==> config.mk <==
export PLATFORM = sky130hd
export DESIGN_NAME = ccsm_bist
export DESIGN_NICKNAME = d
export VERILOG_FILES = /design/src/rtl/ccsm_pkg.sv /design/src/rtl/ccsm_bist_sat_counter.sv /design/src/rtl/ccsm_bist.sv
export SDC_FILE = /design/constraint.sdc
export NUM_CORES = 1
export LEC_CHECK = 0
export ABC_AREA = 1
export CORE_UTILIZATION = 30
export CTS_BUF_LIST = sky130_fd_sc_hd__clkbuf_2
export CTS_CLUSTER_SIZE = 30
export DETAILED_ROUTE_END_ITERATION = 10
export PLACE_DENSITY_LB_ADDON = 0.05
export SYNTH_ARGS = -nofsm -noshare
export SYNTH_HDL_FRONTEND = slang
export SYNTH_SLANG_ARGS = --single-unit
==> constraint.sdc <==
create_clock -name clk -period 1.5 [get_ports clk]
set_input_delay 0.3 -clock clk [delete_from_list [all_inputs] [get_ports clk]]
set_output_delay 0.3 -clock clk [all_outputs]
set_load 0.01 [all_outputs]
==> src/rtl/ccsm_pkg.sv <==
// Shared types and the golden reference for the ccsm self-test sequencer.
package ccsm_pkg;

  // Sequencer states: idle, hold a vector, sample it, report.
  typedef enum logic [1:0] {
    ST_IDLE  = 2'd0,
    ST_APPLY = 2'd1,
    ST_CHECK = 2'd2,
    ST_DONE  = 2'd3
  } bist_state_t;

  // Exhaustive test of the three-input cell.
  localparam int NUM_VEC = 8;

  // Expected {x,y} of a fault-free ccsm cell.
  function automatic logic [1:0] ccsm_golden(input logic a, input logic b, input logic c);
    return {~(c ^ (a | b)), a & b};
  endfunction

endpackage

==> src/rtl/ccsm_bist_sat_counter.sv <==
// Saturating up-counter with synchronous clear; holds at all-ones.
module sat_counter #(
  parameter int W = 4
) (
  input  logic         clk,
  input  logic         rst,
  input  logic         clr,
  input  logic         inc,
  output logic [W-1:0] count
);

  logic [W-1:0] count_q;
  logic [W-1:0] count_d;

  // Next count: clear wins, otherwise step unless already saturated.
  always_comb begin
    // NOTE: every always_comb output gets a default first so no path leaves it unassigned (no latch).
    count_d = count_q;
    if (clr) begin
      count_d = '0;
    end else if (inc && (count_q != {W{1'b1}})) begin
      count_d = count_q + W'(1);
    end
  end

  // Count register.
  always_ff @(posedge clk or posedge rst) begin
    // NOTE: state is updated with non-blocking assignments so all flops sample pre-edge values.
    if (rst) begin
      count_q <= '0;
    end else begin
      count_q <= count_d;
    end
  end

  assign count = count_q;

endmodule

==> src/rtl/ccsm_bist.sv <==
// Self-test sequencer for the ccsm cell: walks all eight {a,b,c} vectors,
// holds each for SETTLE cycles, samples x/y once and tallies mismatches.
module ccsm_bist
  import ccsm_pkg::*;
#(
  parameter int SETTLE = 2,
  parameter int ERR_W  = 4
) (
  input  logic             clk,
  input  logic             rst,
  input  logic             start,
  input  logic             abort,
  output logic             a,
  output logic             b,
  output logic             c,
  input  logic             dut_x,
  input  logic             dut_y,
  output logic             busy,
  output logic             done,
  output logic             pass,
  output logic [ERR_W-1:0] err_count,
  output logic [2:0]       first_fail_vec,
  output logic             first_fail_valid
);

  // Settle counter only has to reach SETTLE-1; keep it at least one bit wide.
  localparam int CNT_W = (SETTLE > 1) ? $clog2(SETTLE) : 1;
  localparam logic [CNT_W-1:0] SETTLE_LAST = CNT_W'(SETTLE - 1);
  localparam logic [2:0]       LAST_VEC    = 3'(NUM_VEC - 1);

  bist_state_t      state_q, state_d;
  logic [2:0]       vec_q, vec_d;
  logic [CNT_W-1:0] settle_q, settle_d;
  logic             pass_q, pass_d;
  logic [2:0]       ff_vec_q, ff_vec_d;
  logic             ff_valid_q, ff_valid_d;

  logic             err_clr;
  logic             err_inc;
  logic [1:0]       golden;
  logic             mismatch;

  // Mismatch tally lives in its own saturating counter.
  sat_counter #(
    .W (ERR_W)
  ) u_err_cnt (
    .clk   (clk),
    .rst   (rst),
    .clr   (err_clr),
    .inc   (err_inc),
    .count (err_count)
  );

  // Compare the returned cell outputs against the reference for the current vector.
  always_comb begin
    golden   = ccsm_golden(vec_q[2], vec_q[1], vec_q[0]);
    mismatch = ({dut_x, dut_y} != golden);
  end

  // Next-state and datapath updates; abort beats start and suppresses the compare.
  always_comb begin
    state_d    = state_q;
    vec_d      = vec_q;
    settle_d   = settle_q;
    pass_d     = pass_q;
    ff_vec_d   = ff_vec_q;
    ff_valid_d = ff_valid_q;
    err_clr    = 1'b0;
    err_inc    = 1'b0;

    unique case (state_q)
      ST_IDLE: begin
        if (start && !abort) begin
          state_d    = ST_APPLY;
          vec_d      = '0;
          settle_d   = '0;
          ff_valid_d = 1'b0;
          pass_d     = 1'b0;
          err_clr    = 1'b1;
        end
      end

      ST_APPLY: begin
        if (abort) begin
          state_d = ST_IDLE;
        end else if (settle_q == SETTLE_LAST) begin
          state_d = ST_CHECK;
        end else begin
          settle_d = settle_q + CNT_W'(1);
        end
      end

      ST_CHECK: begin
        if (abort) begin
          state_d = ST_IDLE;
        end else begin
          if (mismatch) begin
            err_inc = 1'b1;
            if (!ff_valid_q) begin
              ff_vec_d   = vec_q;
              ff_valid_d = 1'b1;
            end
          end
          if (vec_q == LAST_VEC) begin
            state_d = ST_DONE;
          end else begin
            state_d  = ST_APPLY;
            vec_d    = vec_q + 3'd1;
            settle_d = '0;
          end
        end
      end

      ST_DONE: begin
        // The final CHECK has already been folded into err_count.
        pass_d  = (err_count == '0);
        state_d = ST_IDLE;
      end

      default: begin
        state_d = ST_IDLE;
      end
    endcase
  end

  // Sequencer registers; reset returns every result to its cleared value.
  always_ff @(posedge clk or posedge rst) begin
    if (rst) begin
      state_q    <= ST_IDLE;
      vec_q      <= '0;
      settle_q   <= '0;
      pass_q     <= 1'b0;
      ff_vec_q   <= '0;
      ff_valid_q <= 1'b0;
    end else begin
      state_q    <= state_d;
      vec_q      <= vec_d;
      settle_q   <= settle_d;
      pass_q     <= pass_d;
      ff_vec_q   <= ff_vec_d;
      ff_valid_q <= ff_valid_d;
    end
  end

  // Moore outputs: the vector is only driven while a run is active.
  always_comb begin
    busy = (state_q == ST_APPLY) || (state_q == ST_CHECK);
    done = (state_q == ST_DONE);
    {a, b, c} = busy ? vec_q : 3'b000;
  end

  assign pass             = pass_q;
  assign first_fail_vec   = ff_vec_q;
  assign first_fail_valid = ff_valid_q;

endmodule

==> results.txt, run 1 <==
- The run finished, with violations left.
- Violations in the final reports: negative setup slack
- In this run the tool buffered the top-level ports with 19 buffer cells.
* Synth cell types: 23
- The min-delay analysis places its worst path in the category in2async.
- Cells with a size suffix above 1 make up 26.9% of the layout.
- 0 antenna diodes ended up in the layout.
* Number of clock sinks seen by CTS: 15
* CTS Buf Count: 3
* DIE AREA: 3520 µm²
- The smallest clock period supported by the final layout is computed as 1.54 ns.
- Main combinational cell family by area after synthesis: simple AND/OR/NAND/NOR gates
- On the final layout, the worst clock skew is 0.00867 ns.
- Average wire length per cell after detail routing: 9.69 µm
* Post-Route Setup TNS: -0.114 ns
- Mux contribution to synthesized area: 0%
- Setup repair after global routing missed its margin: yes
* Gpl congestion: 0.720
* Final Net Count: 182
- Clock input transition at the sequential cells of the worst setup and hold paths: 0.17 ns
- Fraction of the cycle the final worst path needs: 103%
* Deepest clock path buffer count: 2
- Power comes to 1.98 mW.
* Worst-Margin Slew: 0.203 ns
- For this design the static power due to leakage is 0.756 nW.
- Post-Route WL: 2040 µm
* Growth of design area from synthesis to finish: 37.7%
- TritonCTS built the clock tree.
- The worst setup path is captured at an output port.
- Synth Area in Adders: 10.2%
* Number of antenna violations at the first check in global routing: 0
- Type of the worst setup path: reg2out
- In this run the number of H-tree levels came out at 1.
- Cell count after synthesis: 130
- The library cell used most frequently in the layout, excluding fill and tap cells, is sky130_fd_sc_hd__nand2_1.
- Initial core utilization: 32.0%
- Total setup violations reported at the end of the flow: 3
- Commonest cells after routing, fill and taps aside: sky130_fd_sc_hd__nand2_1, sky130_fd_sc_hd__buf_4, sky130_fd_sc_hd__inv_1
* Maximum clock frequency: 650 MHz
- Number of warnings issued by yosys: 0
- In the routed design, unresolved DRC markers number 0.
* Peak supply drop: 0.585 mV
- Remaining Overflow, GRT: 0
- Vias in the first global route: 818
- Setup slack of the critical path after layout: -0.0391 ns
- Number of max-slew violations in the final report: 0
* Boundary pin count: 20
- Total power density per cell area: 1460 nW/µm²
- CTS root buf: sky130_fd_sc_hd__clkbuf_2
* XOR/XNOR share of the synthesized area: 0.888%
- First-pass GRT wire length: 3570 µm
- Arrival time of the worst setup path: 1.24 ns
- Global routing consumed, over all layers together, 13.6% of the routing resources.
- Insertion delay of the later-clocked pin in the worst-skew pair: 0.30 ns
- Startpoint type of the worst setup path: flop
- Worst endpoint required time: 1.20 ns
- Filler cells: 336
- Final hold violation count: 0
- Floorplan core area: 3080 µm²
* Overall die width: 59.3 µm
- Dividing the synthesized area by the synthesized cell count gives 7.58 µm².
- Post-synthesis share of cell area spent on and, or, nand and nor gates: 30.8%
* Synth Register Bits: 15
* Synth Area in Compound Gates: 9.39%
* First-pass DRT Iterations: 4
- Summing over every cut layer, the via total after detailed routing is 899.
- The initialized floorplan defines 20 standard-cell rows.
- Detailed Route Iter0 Violations: 18
- Post-synth net total: 144
- From bottom edge to top edge, the die measures 59.3 µm.
- Max-cap violations in this run came to 0.
- Pin count of the biggest net entering global routing: 16
- The mapped netlist covers 986 µm².
- Maximum net fanout on the critical path: 4
- Of the synthesized area, sequential elements account for 38.1%.
- Once detail routing completed, the nets flagged for antenna violations numbered 0.
- Worst-case headroom to the max-slew limit: 86.5%
- After detailed routing, the number of vias per cell comes to 4.26.
- The wire-length estimate of the detail-placed layout is 1570 µm.
[cell families (layout without fill, tap and decap cells)]
kind of cell | after synthesis | count (layout)
AO/OA/AOI/OAI | 15 | 15
adder cells (fa/ha/maj) | 8 | 8
XOR/XNOR | 1 | 1
AND/OR/NAND/NOR | 66 | 66
flip-flops | 15 | 15
buffers and inverters | 25 | 62
[flip-flops by register name, summed over array words and instances (netlist names)]
signal	count
settle_q	1
first_fail_valid	1
first_fail_vec	3
vec_q	3
u_err_cnt.count	4
pass	1
state_q	2
[metal layers]
layer / wire [µm] / vias to the layer above / GRT usage, %
li1: - / 480 / -
met1: 987 / 401 / 17.0
met2: 934 / 14 / 22.0
met4: 32 / 0 / 5.10
met5: 0 / - / 0
met3: 89 / 4 / 4.15
[timing repair]
item	CTS	global route
resized for setup	36	3
setup endpoints to repair	14	14
gates cloned	0	0
buffers inserted	5	0
hold endpoints to repair	0	0
hold buffers	0	0
[where the power goes]
group	internal, mW	switching, mW	total (mW)
registers	0.528	0.0757	0.604
logic	0.544	0.625	1.17
clock network	0.0604	0.147	0.207
total	1.13	0.848	1.98
[stage by stage]
step                      hold WS, ns  cells  setup WS, ns  util [%]  instance area, µm²
after detailed placement        0.480    202        -0.167      42.1                1290
final                           0.267    211       -0.0391      44.1                1360
after CTS                       0.257    211       -0.0785      43.8                1350
after floorplan                 0.201    130         0.213         -                 986
after global routing            0.247    211        -0.136      44.1                1360
after global placement          0.473    202        -0.133      42.1                1290
[cells in the mapped netlist]
| cell | count | area (µm²) |
|---|---|---|
| sky130_fd_sc_hd__nand3_2 | 2 | 20.0 |
| sky130_fd_sc_hd__o21ai_1 | 7 | 35.0 |
| sky130_fd_sc_hd__nand3_4 | 1 | 17.5 |
| sky130_fd_sc_hd__dfrtp_1 | 15 | 375 |
| sky130_fd_sc_hd__a21oi_1 | 3 | 15.0 |
| sky130_fd_sc_hd__a21boi_2 | 1 | 11.3 |
| sky130_fd_sc_hd__or2_1 | 1 | 6.26 |
| sky130_fd_sc_hd__o211a_1 | 1 | 10.0 |
| sky130_fd_sc_hd__nand2_4 | 1 | 11.3 |
| sky130_fd_sc_hd__nand2_1 | 43 | 161 |
| sky130_fd_sc_hd__a22o_1 | 1 | 8.76 |
| sky130_fd_sc_hd__a22oi_1 | 1 | 7.51 |
| sky130_fd_sc_hd__o21ai_0 | 1 | 5.00 |
| sky130_fd_sc_hd__nor2_1 | 5 | 18.8 |
| sky130_fd_sc_hd__clkbuf_8 | 1 | 13.8 |
| sky130_fd_sc_hd__nand2_2 | 2 | 12.5 |
| sky130_fd_sc_hd__inv_1 | 17 | 63.8 |
| sky130_fd_sc_hd__nand3_1 | 10 | 50.1 |
| sky130_fd_sc_hd__buf_2 | 1 | 5.00 |
| sky130_fd_sc_hd__nand4_1 | 1 | 6.26 |
| sky130_fd_sc_hd__xor2_1 | 1 | 8.76 |
| sky130_fd_sc_hd__ha_1 | 8 | 100 |
| sky130_fd_sc_hd__inv_2 | 6 | 22.5 |
[worst max-delay path, stage by stage, from the launching register on]
cell and delay (ns):
sky130_fd_sc_hd__dfrtp_1 0.40, sky130_fd_sc_hd__inv_2 0.06, sky130_fd_sc_hd__ha_4 0.27, sky130_fd_sc_hd__nand2_1 0.05
sky130_fd_sc_hd__inv_1 0.05, sky130_fd_sc_hd__buf_2 0.11
[final cells by class]
type / count / area [µm²] / share of cell area [%]
clock inverter: 1 / 5.00 / 0.369
tap: 44 / 55.1 / 4.06
clock buffer: 3 / 15.0 / 1.11
sequential: 15 / 378 / 27.8
inverter: 23 / 86.3 / 6.36
multi-input combinational: 90 / 538 / 39.6
timing repair buffer: 35 / 280 / 20.6
[path summary, 6_finish.rpt]
path,cells after the start,end,startpoint,slack [ns]
max,5,c,state_q[0],-0.04
min,3,first_fail_vec[1],rst,0.27
max reg2reg,6,settle_q,vec_q[0],0.10
min reg2reg,2,settle_q,settle_q,0.51
max in group asynchronous,3,u_err_cnt.count[2],rst,1.03
min in group clk,2,settle_q,settle_q,0.51
Note: power is estimated with default switching activity, not from simulation.
==> inputs of run 2 (changes only) <==
- HOLD_SLACK_MARGIN: not set -> 0.08
==> results of run 2 <==
Final layout, timing and power as in run 1 (identical DEF).
==> inputs of run 3 (changes only) <==
- GPL_TIMING_DRIVEN: not set -> 0
==> results.txt, run 3 (synthesis results as in run 1) <==
* Setup repair after global routing missed its margin: yes
- Initial core utilization: 32.0%
- Counting every sink on the clock net gives 15.
* Max reg flops: 4
* Boundary pin count: 20
- The HPWL after detailed placement is 1550 µm.
- Cells after DPL: 193
* Arrival time of the worst setup path: 1.29 ns
- TritonCTS built the clock tree.
- The most critical setup path has its startpoint at state_q[1].
* Startpoint of the lowest-slack register-to-register path: state_q[1]
* Deepest clock path buffer count: 2
* Average wire length per cell after detail routing: 10.8 µm
* Startpoint type of the worst setup path: flop
- In this run the core area contains 20 standard-cell rows.
- The first routing iteration left 15 violations.
- Floorplan core area: 3080 µm²
- Of the total power, combinational logic draws 60.2%.
* Maximum clock frequency: 627 MHz
- Remaining DRCs: 0
* Flop-to-flop setup slack: -0.05 ns
- Htree depth: 1
- The number of clock buffers added by TritonCTS is 3.
- Clock input transition at the sequential cells of the worst setup and hold paths: 0.17 ns
* Share of total power in sequential cells: 29.5%
* Setup slack of the critical path after layout: -0.0947 ns
- In this run the power density over the cells is 1490 nW/µm².
- The die is 59.3 µm wide.
* Post-Route WL: 2250 µm
* Internal: 1.17 mW
- Post-Place Worst Slack: -0.243 ns
- The initial antenna violation count is 0.
- The area growth from synthesis to layout is 40.6%.
- Shortest clock period the worst path allows after layout: 1.59 ns
- Total setup violations reported at the end of the flow: 9
* Net load switching power: 893 µW
* Number of max-slew violations in the final report: 0
- Most frequent standard cell in the layout excluding fill and tap cells: sky130_fd_sc_hd__nand2_1
- STA classifies the critical path endpoint as an output port.
* Maximum net fanout on the critical path: 4
* Clock share of power: 10.3%
* Ratio of cells with drive above 1 in the final layout: 30.5%
* Type of the worst setup path: reg2out
- Leak Pwr: 0.756 nW
- Number of max-cap violations: 0
- DIE AREA: 3520 µm²
- Summed over all layers, the global routing overflow is 0.
- After layout, the worst path uses 106% of the clock period.
- Worst endpoint required time: 1.20 ns
- Mean number of vias per cell: 4.41
- Peak supply drop: 0.454 mV
- The congestion estimate from routability-driven global placement came to 0.714.
- During placement, the flow inserted port buffers numbering 19.
* Non-Filler Instances: 208
- The tightest min-delay check is of the in2async type.
- Pin count of the biggest net entering global routing: 16
- Reg-to-reg endpoint: vec_q[1]
- First-pass GRT wire length: 3700 µm
- Net switching is 43.3% of the power.
- Global routing consumed, over all layers together, 14.3% of the routing resources.
- Worst-case headroom to the max-slew limit: 57.5%
* Total number of vias: 918
- Across the routed clock network, the largest skew measured is 0.00348 ns.
* ANT nets after route: 0
* CTS root buf: sky130_fd_sc_hd__clkbuf_2
* Violations in the final reports: negative setup slack
- N_diodes: 0
- Outcome: complete, but fails checks
- Vias in the first global route: 811
* Worst-Margin Slew: 0.636 ns
* Cell depth of the worst flop-to-flop path: 9
* First-pass DRT Iterations: 3
- The top cell types in the final layout, fill and taps aside, are sky130_fd_sc_hd__nand2_1, sky130_fd_sc_hd__inv_1, sky130_fd_sc_hd__dfrtp_1.
* Die Y-Extent: 59.3 µm
* Final total power: 2.06 mW
- Final hold violation count: 0
- Insertion delay of the later-clocked pin in the worst-skew pair: 0.30 ns
- The net count of the finished layout is 179.
==> run 3: through the flow <==
stage	area [µm²]	hold slack, ns	TNS, ns	util, %
after global placement	1230	0.471	-1.24	40.0
final	1390	0.347	-0.515	45.0
after CTS	1300	0.353	-0.265	42.4
after floorplan	986	0.201	0	-
after detailed placement	1230	0.478	-1.35	40.0
after global routing	1390	0.402	-1.95	45.0
==> run 3: final cells by class <==
| cell class | count | area [µm²] |
|---|---|---|
| fillers | 329 | 1690 |
| repair buffers | 30 | 253 |
| inverters | 23 | 88.8 |
| well taps | 44 | 55.1 |
| clock buffers | 3 | 15.0 |
| clock inverters | 1 | 5.00 |
| multi-input cells | 90 | 568 |
| flip-flops and latches | 15 | 377 |
| plain buffers | 2 | 25.0 |
==> run 3: critical path: stages (launching register included) <==
cell and delay (ns):
sky130_fd_sc_hd__dfrtp_1 0.42, sky130_fd_sc_hd__inv_2 0.07, sky130_fd_sc_hd__ha_4 0.29, sky130_fd_sc_hd__nand2_1 0.05, sky130_fd_sc_hd__inv_1 0.05, sky130_fd_sc_hd__buf_2 0.12
==> run 3: timing repair <==
item / in CTS / in global routing
hold buffers: 0 / 0
pin swaps: 2 / 7
gates resized for setup: 36 / 18
buffers inserted: 8 / 3
endpoints found under the setup margin: 14 / 18
==> run 3: power by group through the flow <==
| stage | logic (mW) | clock network, mW | registers (mW) |
|---|---|---|---|
| 3_5_place_dp | 0.995 | 0 | 0.660 |
| 3_3_place_gp | 0.986 | 0 | 0.658 |
| 4_1_cts | 1.14 | 0.227 | 0.608 |
| 6_report | 1.24 | 0.212 | 0.608 |
| 5_1_grt | 1.39 | 0.241 | 0.628 |
| 2_1_floorplan | 0.617 | 0 | 0.672 |
==> run 3: worst max-delay path by stage <==
| stage | slack [ns] | cells past startpoint | endpoint |
|---|---|---|---|
| floorplan | 0.21 | 8 | vec_q[2] |
| CTS | -0.08 | 5 | b |
| global placement | -0.23 | 5 | a |
| detailed placement | -0.24 | 5 | b |
| finish | -0.09 | 5 | c |
| global route | -0.19 | 5 | a |
==> run 3: metal layers <==
metal / share of wire, % / global-route usage, %
met3: 3.6 / 1.97
met2: 49 / 23.0
met1: 47 / 18.7
met5: 0 / 0
met4: 0.84 / 7.14
